<file path="src/rtl/nbest_regf.sv">
// N-best score register: sorted list of (signed score, word index) with in-order readout.
// Latency: insert lands at the next edge; readout beat valid one cycle after rd_start, data muxed straight from registers.
// Backpressure: rd_ready=0 holds the current beat stable; en is dropped while a readout is in progress.
// Optional build macro NBEST_DROP_CNT_EN adds the saturating drop_cnt output.
module nbest_regf #(
  parameter  int SCORE_W = 21,
  parameter  int IDX_W   = 6,
  parameter  int DEPTH   = 4,
  localparam int RANK_W  = $clog2(DEPTH)
) (
  input  logic                      clk,
  input  logic                      reset,
  input  logic                      clear,
  input  logic                      en,
  input  logic signed [SCORE_W-1:0] fscore,
  input  logic        [IDX_W-1:0]   word_index,
  input  logic                      rd_start,
  input  logic                      rd_ready,
  output logic                      rd_valid,
  output logic signed [SCORE_W-1:0] rd_score,
  output logic        [IDX_W-1:0]   rd_index,
  output logic        [RANK_W-1:0]  rd_rank,
  output logic                      rd_done,
  output logic                      busy,
  output logic        [RANK_W:0]    count,
  output logic signed [SCORE_W-1:0] best_score,
  output logic        [IDX_W-1:0]   best_index
`ifdef NBEST_DROP_CNT_EN
  ,
  output logic        [7:0]         drop_cnt
`endif
);

  typedef enum logic [1:0] {
    S_IDLE,
    S_READ,
    S_DONE
  } state_t;

  localparam logic [RANK_W:0]   ONE_C   = (RANK_W+1)'(1);
  localparam logic [RANK_W:0]   DEPTH_C = (RANK_W+1)'(DEPTH);
  localparam logic [RANK_W-1:0] RANK1_C = RANK_W'(1);

  state_t                    state;
  logic signed [SCORE_W-1:0] sc     [DEPTH];
  logic        [IDX_W-1:0]   ix     [DEPTH];
  logic signed [SCORE_W-1:0] sc_nxt [DEPTH];
  logic        [IDX_W-1:0]   ix_nxt [DEPTH];
  logic        [RANK_W:0]    cnt;
  logic        [RANK_W:0]    pos;
  logic        [IDX_W-1:0]   new_idx;
  logic                      idle;
  logic                      ins_do;
  logic                      start_go;
  logic                      last_beat;

  assign idle    = (state == S_IDLE);
  // Indices arrive 1-based; store 0-based, with 0 clamped to 0.
  assign new_idx = (word_index != '0) ? (word_index - IDX_W'(1)) : '0;

  // Insert position: valid entries that score >= the candidate stay ahead (older wins ties).
  always_comb begin
    pos = '0;
    for (int i = 0; i < DEPTH; i++) begin
      if (((RANK_W+1)'(i) < cnt) && (sc[i] >= fscore)) begin
        pos = pos + ONE_C;
      end
    end
  end

  // Shifted list: keep entries above pos, write candidate at pos, push the rest down one slot.
  always_comb begin
    sc_nxt[0] = (pos == '0) ? fscore  : sc[0];
    ix_nxt[0] = (pos == '0) ? new_idx : ix[0];
    for (int i = 1; i < DEPTH; i++) begin
      if ((RANK_W+1)'(i) < pos) begin
        sc_nxt[i] = sc[i];
        ix_nxt[i] = ix[i];
      end else if ((RANK_W+1)'(i) == pos) begin
        sc_nxt[i] = fscore;
        ix_nxt[i] = new_idx;
      end else begin
        sc_nxt[i] = sc[i-1];
        ix_nxt[i] = ix[i-1];
      end
    end
  end

  // A candidate is taken only while idle and when it beats the tail of a full list.
  assign ins_do    = en && idle && (pos < DEPTH_C);
  // Readout decision sees the list as it will be after a same-cycle insert.
  assign start_go  = (cnt != '0) || ins_do;
  assign last_beat = ({1'b0, rd_rank} == (cnt - ONE_C));

  // List storage and occupancy count.
  always_ff @(posedge clk or posedge reset) begin
    if (reset) begin
      for (int i = 0; i < DEPTH; i++) begin
        sc[i] <= '0;
        ix[i] <= '0;
      end
      cnt <= '0;
    end else if (clear) begin
      for (int i = 0; i < DEPTH; i++) begin
        sc[i] <= '0;
        ix[i] <= '0;
      end
      cnt <= '0;
    end else if (ins_do) begin
      for (int i = 0; i < DEPTH; i++) begin
        sc[i] <= sc_nxt[i];
        ix[i] <= ix_nxt[i];
      end
      if (cnt != DEPTH_C) begin
        cnt <= cnt + ONE_C;
      end
    end
  end

  // Readout FSM with registered rd_valid/rd_done/rd_rank.
  always_ff @(posedge clk or posedge reset) begin
    if (reset) begin
      state    <= S_IDLE;
      rd_valid <= 1'b0;
      rd_done  <= 1'b0;
      rd_rank  <= '0;
    end else if (clear) begin
      state    <= S_IDLE;
      rd_valid <= 1'b0;
      rd_done  <= 1'b0;
      rd_rank  <= '0;
    end else begin
      case (state)
        S_IDLE: begin
          rd_done <= 1'b0;
          rd_rank <= '0;
          if (rd_start) begin
            if (start_go) begin
              state    <= S_READ;
              rd_valid <= 1'b1;
            end else begin
              state   <= S_DONE;
              rd_done <= 1'b1;
            end
          end
        end
        S_READ: begin
          if (rd_ready) begin
            if (last_beat) begin
              state    <= S_DONE;
              rd_valid <= 1'b0;
              rd_done  <= 1'b1;
            end else begin
              rd_rank <= rd_rank + RANK1_C;
            end
          end
        end
        S_DONE: begin
          state    <= S_IDLE;
          rd_done  <= 1'b0;
          rd_valid <= 1'b0;
          rd_rank  <= '0;
        end
        default: begin
          state    <= S_IDLE;
          rd_valid <= 1'b0;
          rd_done  <= 1'b0;
          rd_rank  <= '0;
        end
      endcase
    end
  end

`ifdef NBEST_DROP_CNT_EN
  // Count candidates that were offered but not stored, saturating at 255.
  always_ff @(posedge clk or posedge reset) begin
    if (reset) begin
      drop_cnt <= '0;
    end else if (clear) begin
      drop_cnt <= '0;
    end else if (en && !ins_do && (drop_cnt != 8'hFF)) begin
      drop_cnt <= drop_cnt + 8'd1;
    end
  end
`endif

  assign busy       = !idle;
  assign count      = cnt;
  assign rd_score   = sc[rd_rank];
  assign rd_index   = ix[rd_rank];
  assign best_score = (cnt != '0) ? sc[0] : '0;
  assign best_index = (cnt != '0) ? ix[0] : '0;

endmodule

</file>
<file path="config.mk">
export PLATFORM = sky130hd
export DESIGN_NAME = nbest_regf
export DESIGN_NICKNAME = d
export VERILOG_FILES = /design/src/rtl/nbest_regf.sv
export SDC_FILE = /design/constraint.sdc
export NUM_CORES = 1
export LEC_CHECK = 0
export CORE_MARGIN = 4
export CORE_UTILIZATION = 52
export CTS_CLUSTER_SIZE = 10
export DETAILED_ROUTE_END_ITERATION = 6
export HOLD_SLACK_MARGIN = 0.15
export PLACE_DENSITY = 0.79
export SLEW_MARGIN = 20
export SYNTH_ARGS = -nofsm -noshare
export SYNTH_HDL_FRONTEND = slang
export SYNTH_SLANG_ARGS = --single-unit
</file>
<file path="constraint.sdc">
create_clock -name clk -period 5.5 [get_ports clk]
set_clock_uncertainty 0.1 [all_clocks]
set_input_delay 1.1 -clock clk [delete_from_list [all_inputs] [get_ports clk]]
set_output_delay 1.1 -clock clk [all_outputs]
set_load 0.1 [all_outputs]
</file>
# --- Yosys cells after proc, flatten, opt, wreduce, memory -nomap -nowiden ---
# Index checks and enable logic that the tools add are counted.
word_totals:
  ff_bits: 117
  in_bits: 33
  out_inout_bits: 62
  elab_cells: 128
op_classes:
  add_sub_neg: 7
  order_cmp: 13
  eq_ne: 14
  n_mux: 56
  bitwise: 1
  n_reduce_logical: 24
op_table:
  columns: ["cell", "count"]
  rows:
  - ["2-to-1 mux 21 bit", 10]
  - ["2-to-1 mux 84 bit", 2]
  - [">= comparator 21 bit", 4]
  - ["2-to-1 mux 6 bit", 11]
  - ["2-to-1 mux 24 bit", 2]
  - ["binary-select mux 21 bit (select 2 bit)", 1]
  - ["2-to-1 mux 2 bit", 9]
  - ["2-to-1 mux 3 bit", 6]
  - ["!= test 3 bit (second input constant)", 5]
  - ["AND reduction 2 bit", 7]
  - ["adder 3 x 1 -> 3 bit (second input constant)", 4]
  - ["binary-select mux 6 bit (select 2 bit)", 1]
  - ["less-than comparator 2 x 3 -> 1 bit (first input constant)", 4]
  - ["2-to-1 mux 1 bit", 11]
  - ["less-than comparator 1 x 3 -> 1 bit (first input constant)", 3]
  - ["equality test 2 x 3 -> 1 bit (first input constant)", 2]
  - ["logical AND 1 bit", 6]
  - ["!= test 2 bit (second input constant)", 3]
  - ["nonzero test 2 bit", 3]
  - ["nonzero test 6 bit", 1]
  - ["subtractor 6 x 1 -> 6 bit (second input constant)", 1]
  - ["case mux 1 bit (2 select lines)", 2]
  - ["case mux 2 bit (2 select lines)", 1]
  - ["AND reduction 4 bit", 1]
  - ["other kinds (15)", 15]

# --- Logic depth before layout (Yosys ltp) ---
depth:
  depth_word: 16
  ltp_mapped: 25
  ltp_nobuf: 23

# --- Worst setup path after synthesis ---
# OpenSTA, ideal clock, no wires.
synth_timing:
  kind: "input -> register"
  startpoint: "input fscore[1]"
  endpoint: "register sc[29] (netlist name)"
  arrival_ns: 5.613
  required_time_ns: 5.273
  slack_ns: -0.340
  path_stages: 24
  path_buffers: 2
  cell_sequence: "inv_1 ha_1 nor2b_1 o21a_1 o21a_1 o21a_1 o21a_1 o21ai_0 a221o_1 a31oi_1 o31a_1 o311ai_0 ha_1 nor2b_1 mux2_2 a222oi_1 ha_1 o2111ai_1 xnor2_1 a2111oi_2 a311o_1 buf_4 buf_2 o22ai_2"
synth_via:
  elab_chain_cells: 14
  elab_cells_between_ends: 26
synth_rtl:
  columns: ["element", "line_no", "source"]
  rows:
  - ["start, declared", "15", "input logic signed [SCORE_W-1:0] fscore,"]
  - [">= comparator 21 bit", "65", "if (((RANK_W+1)'(i) < cnt) && (sc[i] >= fscore)) begin"]
  - ["logical AND 1 bit", "65", null]
  - ["2-to-1 mux 1 bit", "65", null]
  - ["adder 3 x 1 -> 3 bit", "66", "pos = pos + ONE_C;"]
  - ["2-to-1 mux 3 bit", "65", null]
  - ["adder 3 x 1 -> 3 bit", "66", null]
  - ["2-to-1 mux 3 bit", "65", null]
  - ["adder 3 x 1 -> 3 bit", "66", null]
  - ["2-to-1 mux 3 bit *", "65", null]
  - ["equality test 2 x 3 -> 1 bit", "79", "end else if ((RANK_W+1)'(i) == pos) begin"]
  - ["2-to-1 mux 21 bit", "79", null]
  - ["2-to-1 mux 21 bit", "76", "if ((RANK_W+1)'(i) < pos) begin"]
  - ["2-to-1 mux 84 bit", "109", "end else if (ins_do) begin"]
  - ["2-to-1 mux 84 bit", "103", "end else if (clear) begin"]
  - ["end signal, assigned by index", "111", "sc[i] <= sc_nxt[i];"]
  - ["end, declared", "45", "logic signed [SCORE_W-1:0] sc [DEPTH];"]
# Every way passes the cells marked *; elsewhere a longest branch is shown, timed or not. The select of a mux whose other input is x is not followed.
# A chain may end at the register's enable or synchronous reset.

# --- Worst setup path in the final report ---
layout_timing:
  startpoint: "input fscore[8]"
  endpoint: "register sc[4] (netlist name)"
# The elaborated chain is that of the path after synthesis.

==> results.md <==
- Gr ovfl total: 0
- Port Buffers: 94
- Max_slew headroom: around a third
- Largest net degree at the start of global routing: 58
- Drt total wl: 30000 um
- RSZ-0062 raised after global routing: true
- Die width: roughly 140 um
- CP required: about 5.7 ns
- Top-area cell type share of the netlist area: 34.0%
- Vias in the first global route: 8011
- Area Overhead vs Synth: 39.8%
- Final Wtd Congestion: roughly 0.93
- Ys async rst share: between 90% and 100%
- Post-Syn Nets: between 900 and 1000
- First-pass GRT wire length: approximately 43000 um
- Routed len/inst: 23.5 um
- Via/cell ratio: about 6.4
- DP Wirelength: about 19000 um
- Initial Util: a little over half
- Endpoint type of the worst setup path: register
- Critical Path Source Type: input pin
- Row cnt: 46
- Total Nets Final: ~1200
- Pwr/cell area: about 340 nW/um2
- Most instantiated cells after synthesis: dfrtp_1 (117), ha_1 (93), mux2i_1 (80), nand2_1 (78), inv_1 (65)
- Met1 Usage GRT: about two fifths
- Via total after detailed routing: 8102
- CP delay by family, top: buffers and inverters
- Register area share after synthesis: between 30% and 40%
- First drt pass iteration count: 6
- Synth Instances: roughly 840
- CTS Hold Bufs: 0
- PnR Total Power: around 4.1 mW
- Die H: between 100 and 150 um
- Crit path kind: in2reg
- Crit path time final: between 5 and 6 ns
- Post-Synth XOR/XNOR Area: 1.22%
- Detail Route Antenna Nets: 0
- Top Ports: 95
- Level count of the clock H-tree: 4
- Worst hold-check path type: reg2reg
- Clk sinks: 117
- Crit-path slowest cell: clkdlybuf4s50_1
- Max-Cap Viols: 0
- CTS buffer count: 17
- #FFs+latches synth: 117
- Area contributors post-synth: dfrtp_1 (34%), ha_1 (14%), mux2i_1 (9.3%)
- Share of post-route cells with drive strength above 1: 27.6%
- Synth cell types: 67
- Total GRT Usage: between 20 and 30%
- Synth Area in Compound Gates: roughly 18%
- Leakage: about 5.2 nW
- Max Clk Rate: about 180 MHz
- Final worst slack: -0.179 ns
- Initial antenna violation count: 0
- Critical path arrival: 5.88 ns
- Yosys warns: 0
- Post-synth EDFFs: 0
- Clk buf depth: 2
- WP buf/inv: 7
- Status: finished with violations
- Worst-Margin Slew: ~1.0 ns
- Post-synthesis adder-cell area fraction: ~14%
- Footprint of the multi-input gates: approximately 5700 um2
- Highest net fanout along the worst path: 8
- # setup viols final: 97
- Yosys top cell by area: dfrtp_1
- Clock transition at path regs: about 0.060 ns
- Clk root buf: clkbuf_16
- Mux share of post-synthesis cell area: around 16%
- DP Cell Count: between 1000 and 1500
- Synth Area in Simple Gates: between 10% and 20%
- Most Crowded Layer GR: met2
- Post-Syn Area: 8610 um2
- Most numerous cell in the Yosys netlist: dfrtp_1
- Global routing met2 resource utilization: a little under 50%
- Hold Fails Final Rpt: 0
- Post-Layout Cell Count: ~1300
- Main synth FF type: dfrtp_1
- Failing checks: negative setup slack
- Worst vdd ir: 247 uV
- CTS tree: yes
- Die area: between 15000 and 20000 um2
- Register area: a little under 3000 um2
- Residual DRC: 0
- Core area: between 15000 and 20000 um2
- Slowest stage delay, CP: around 0.52 ns
- Clk_lat worst skew: roughly 0.43 ns
- GR Layer Usage met3: under 10%
- Detailed Route Iter0 Violations: ~850
- Tcrit/Tclk final: 103%
- Largest family of logic cells by synthesized area: compound AO/OA/AOI/OAI gates
- Antenna cells: 0
- Slew Limit Fails: 0
- # fillers: around 1000
- Syn_area_per_cell: between 10 and 15 um2
## cell usage in the layout, fill, tap and decap left out, drive strengths merged, types with 5 or more instances in the layout
cell	count
nand3	10
clkinv	5
dfrtp	117
o21ai	66
a211oi	7
a22o	27
nor2	28
mux4	27
dlymetal6s2s	6
buf	125
nand4	17
clkbuf	24
o22ai	27
clkdlybuf4s50	82
nor2b	10
a21oi	37
inv	67
nor3	7
xor2	6
nand2	79
xnor2	6
o21a	8
ha	93
a21o	15
and2	30
mux2i	80
nand2b	5
## registers in the layout, summed over array words and instances, names as in the netlist
| signal | flops |
|---|---|
| count | 3 |
| ix | 24 |
| rd_done | 1 |
| rd_rank | 2 |
| rd_valid | 1 |
| sc | 84 |
| state | 2 |
## path summary, 6_finish.rpt
| kind | slack [ns] | cells past startpoint | start | endpoint |
|---|---|---|---|---|
| max | -0.18 | 25 | fscore[8] | sc[4]$_DFFE_PP0P_ |
| max in group asynchronous | 3.29 | 3 | reset | sc[50]$_DFFE_PP0P_ |
| min in group asynchronous | 1.06 | 2 | reset | sc[59]$_DFFE_PP0P_ |
| min | 0.40 | 2 | ix[1]$_DFFE_PP0P_ | ix[1]$_DFFE_PP0P_ |
| max reg2reg | 0.18 | 24 | sc[64]$_DFFE_PP0P_ | sc[33]$_DFFE_PP0P_ |
| min reg2reg | 0.40 | 2 | ix[1]$_DFFE_PP0P_ | ix[1]$_DFFE_PP0P_ |
## cell type report
type / count / area share [%]
Sequential cell: 117 / 24.3
Clock buffer: 18 / 3.56
Clock inverter: 14 / 1.48
Multi-Input combinational cell: 624 / 47.3
Inverter: 65 / 2.15
Tap cell: 216 / 2.24
Timing Repair Buffer: 221 / 19.0
## where the power goes
part           switching [mW]  total [mW]  internal, mW
registers               0.147        1.10         0.955
clock network           0.448        1.16         0.716
logic                    1.12        1.87         0.743
## worst reg2reg max path, cell delays in order (launching register included)
cell	delay, ns
dfrtp_1	0.45
ha_4	0.25
nor2b_4	0.12
o21a_1	0.18
o21a_1	0.19
o21a_1	0.19
o21a_1	0.17
o21ai_2	0.11
a221o_1	0.20
a31oi_1	0.10
o31a_1	0.29
o311a_1	0.30
ha_2	0.20
a211oi_2	0.16
mux2_4	0.17
a222oi_1	0.08
buf_4	0.17
ha_4	0.17
or4_4	0.50
nand4_1	0.18
and2_4	0.24
buf_12	0.12
buf_16	0.14
mux2i_4	0.27
o22ai_2	0.13
## metal layers
layer | routed length (um) | part of all wire, %
met5 | 0 | 0
met4 | 1230 | 4.1
met3 | 2660 | 8.9
met2 | 14400 | 48
met1 | 11700 | 39
## stage by stage
| stage | cell area, um2 | worst slack (ns) | hold slack [ns] | utilization [%] | TNS (ns) |
|---|---|---|---|---|---|
| after global placement | 10700 | -1.01 | 0.356 | 66.7 | -95.66 |
| after floorplan | 8780 | -0.242 | 0.345 | - | -18.56 |
| after global routing | 12000 | -0.356 | 0.434 | 75.0 | -28.37 |
| after CTS | 11500 | -0.109 | 0.394 | 71.8 | -2.18 |
| after detailed placement | 10700 | -1.15 | 0.371 | 66.7 | -108.08 |
| final | 12000 | -0.179 | 0.401 | 75.0 | -7.00 |
## cell families (layout without fill, tap and decap cells)
logic type | count (synthesis) | in the layout
AOI/OAI and AO/OA | 210 | 210
xor gates and xnor gates | 12 | 12
adders and majority gates | 93 | 93
muxes | 108 | 108
DFF | 117 | 117
buffers and inverters | 102 | 318
and+or+nand+nor | 201 | 201
## repair_timing
item / CTS / global route
setup endpoints to repair: 111 / 111
pin swaps: 20 / 22
gates resized for setup: 24 / 113
gates cloned: 1 / 6
setup buffers: 10 / 5
Power figures use the tool's default switching activity.
==> RTL change (same settings) <==
Re-encode `state_t` (3 states) as one-hot, 3 bits wide.
--- a/src/rtl/nbest_regf.sv
+++ b/src/rtl/nbest_regf.sv
@@ -32,8 +32,8 @@
 );
 
-  typedef enum logic [1:0] {
-    S_IDLE,
-    S_READ,
-    S_DONE
+  typedef enum logic [2:0] {
+    S_IDLE = 3'b001,
+    S_READ = 3'b010,
+    S_DONE = 3'b100
   } state_t;
 
Formal check against the unedited RTL: no difference found for any inputs over 4 cycles, from zero or initial values and one cycle with reset high; so few cycles prove little.
==> RTL change against the unedited design <==
- synthesized area is 0.86% higher
- worst setup slack better by 0.24 ns
- sequential cell count is 1 higher
- cell area is 2.0% lower
- wire length is 0.44% lower
- total power is 14% higher
- worst hold slack better by 0.036 ns
- utilization is 1.8 points lower
- die area is 0.81% higher
- global-route usage is 0.56 points higher
- first-iteration DRC count is 4.8% lower
==> RTL change: results (changes against the unedited design) <==
vias in the first global route 8151 (was 8011); GRT Total Usage 30.46% (was 29.90%); area of the multi-input gates 5827 µm² (was 5693 µm²); Critical Path Sink sc[28] (was sc[4]); dpl ws -0.7570 ns (was -1.154 ns); switch share 46.72% (was 41.56%); setup bufs post-CTS 7 (was 10); Worst Hold End ix[7] (was ix[1]); first-pass GRT wire length 43930 µm (was 43100 µm); GPL Wtd Cong 0.9399 (was 0.9301); fraction of layout cells with a size suffix above 1 26.74% (was 27.57%); clock network share of area 4.909% (was 5.038%); Peak VDD IR 0.3832 mV (was 0.2474 mV); sequential fraction of total cell area 25.04% (was 24.32%); r2r setup slk 0.37 ns (was 0.18 ns); WHS 0.4366 ns (was 0.4007 ns); sequential area share after synthesis 34.01% (was 33.99%); largest cells by area after synthesis dfrtp_1 (34%), ha_1 (13%), mux4_2 (7.0%) (was dfrtp_1 (34%), ha_1 (14%), mux2i_1 (9.3%)); R2R cell count 25 (was 24); Via Count 8301 (was 8102); Rel. slew slack 33.70% (was 33.41%); #MultiIn Comb 645 (was 624); crit path DAT 5.63 ns (was 5.88 ns); hold wc startpoint ix[7] (was ix[1]); Overall Power 0.004694 W (was 0.004131 W); Worst Path Max Fanout 6 (was 8); 1st-iter DRT viols 808 (was 849); Combinational Power Share 50.8% (was 45.2%); Non-clk bufs 202 (was 221); Leak Pwr 5.285 nW (was 5.225 nW); Placement Cell Area 10460 µm² (was 10710 µm²); largest net degree at the start of global routing 55 (was 58); nets 1145 (was 1172); buffering overhead 17.24% (was 18.98%); RR Endpoint sc[28] (was sc[33]); drt first pass iters 6 (unchanged); Critical path origin fscore[1] (was fscore[8]); initial antenna violation count 1 (was 0); Netlist cell types 70 (was 67); post-cts sizing count 51 (was 24); HPWL Detailed 18630 µm (was 18540 µm); Post-Route WL 29830 µm (was 29960 µm); crit path max-delay cell type o31a_1 (was clkdlybuf4s50_1); antenna cells 0 (unchanged); Fill cells 1049 (was 998); CP top delay family compound AO/OA/AOI/OAI gates (was buffers and inverters); inverter count 35 (was 65); max incr delay on CP 0.32 ns (was 0.52 ns); status completed (was complete, but fails checks); Mapped Avg Cell Area 10.24 µm² (was 10.22 µm²); Clock buffer cells 17 (was 18); register area 2955 µm² (was 2929 µm²); final sequential cell count 118 (was 117); Commonest cells post-synth dfrtp_1 (117), ha_1 (93), mux2i_1 (60) (was dfrtp_1 (117), ha_1 (93), mux2i_1 (80)); power share of the sequential group 25.9% (was 26.7%)
[RTL change: cell count changes after synthesis, sizes merged, moves of 26 or more]
cell     before  now
o2bb2ai       0   28
o31ai         2   29
nand2        79   50
o22ai        27    1
inv          65   35
o21ai        66   13
[RTL change: per-stage QoR]
step                      TNS, ns  std cells
after CTS                       0       1239
after global placement     -63.25       1199
after global routing       -1.371       1248
after floorplan                 0        848
after detailed placement   -77.80       1199
final                           0       1248
[RTL change: metal layers]
layer	global-route usage, %	routed length [µm]	vias to the layer above
met5	0	13	-
met4	13.03	1326	2
met3	6.793	2538	113
met2	48.37	14180	464
met1	40.32	11780	4146
li1	-	-	3576
[RTL change: kinds of logic (layout without fill, tap and decap cells)]
logic type	after synthesis	in the layout	share of synthesized area (%)
and+or+nand+nor	215	215	12.67
AOI/OAI and AO/OA	239	239	20.39
buffers and inverters	85	269	4.508
muxes	87	87	13.91
xor gates and xnor gates	11	11	1.109
DFF	118	118	34.01
adders and majority gates	93	93	13.39
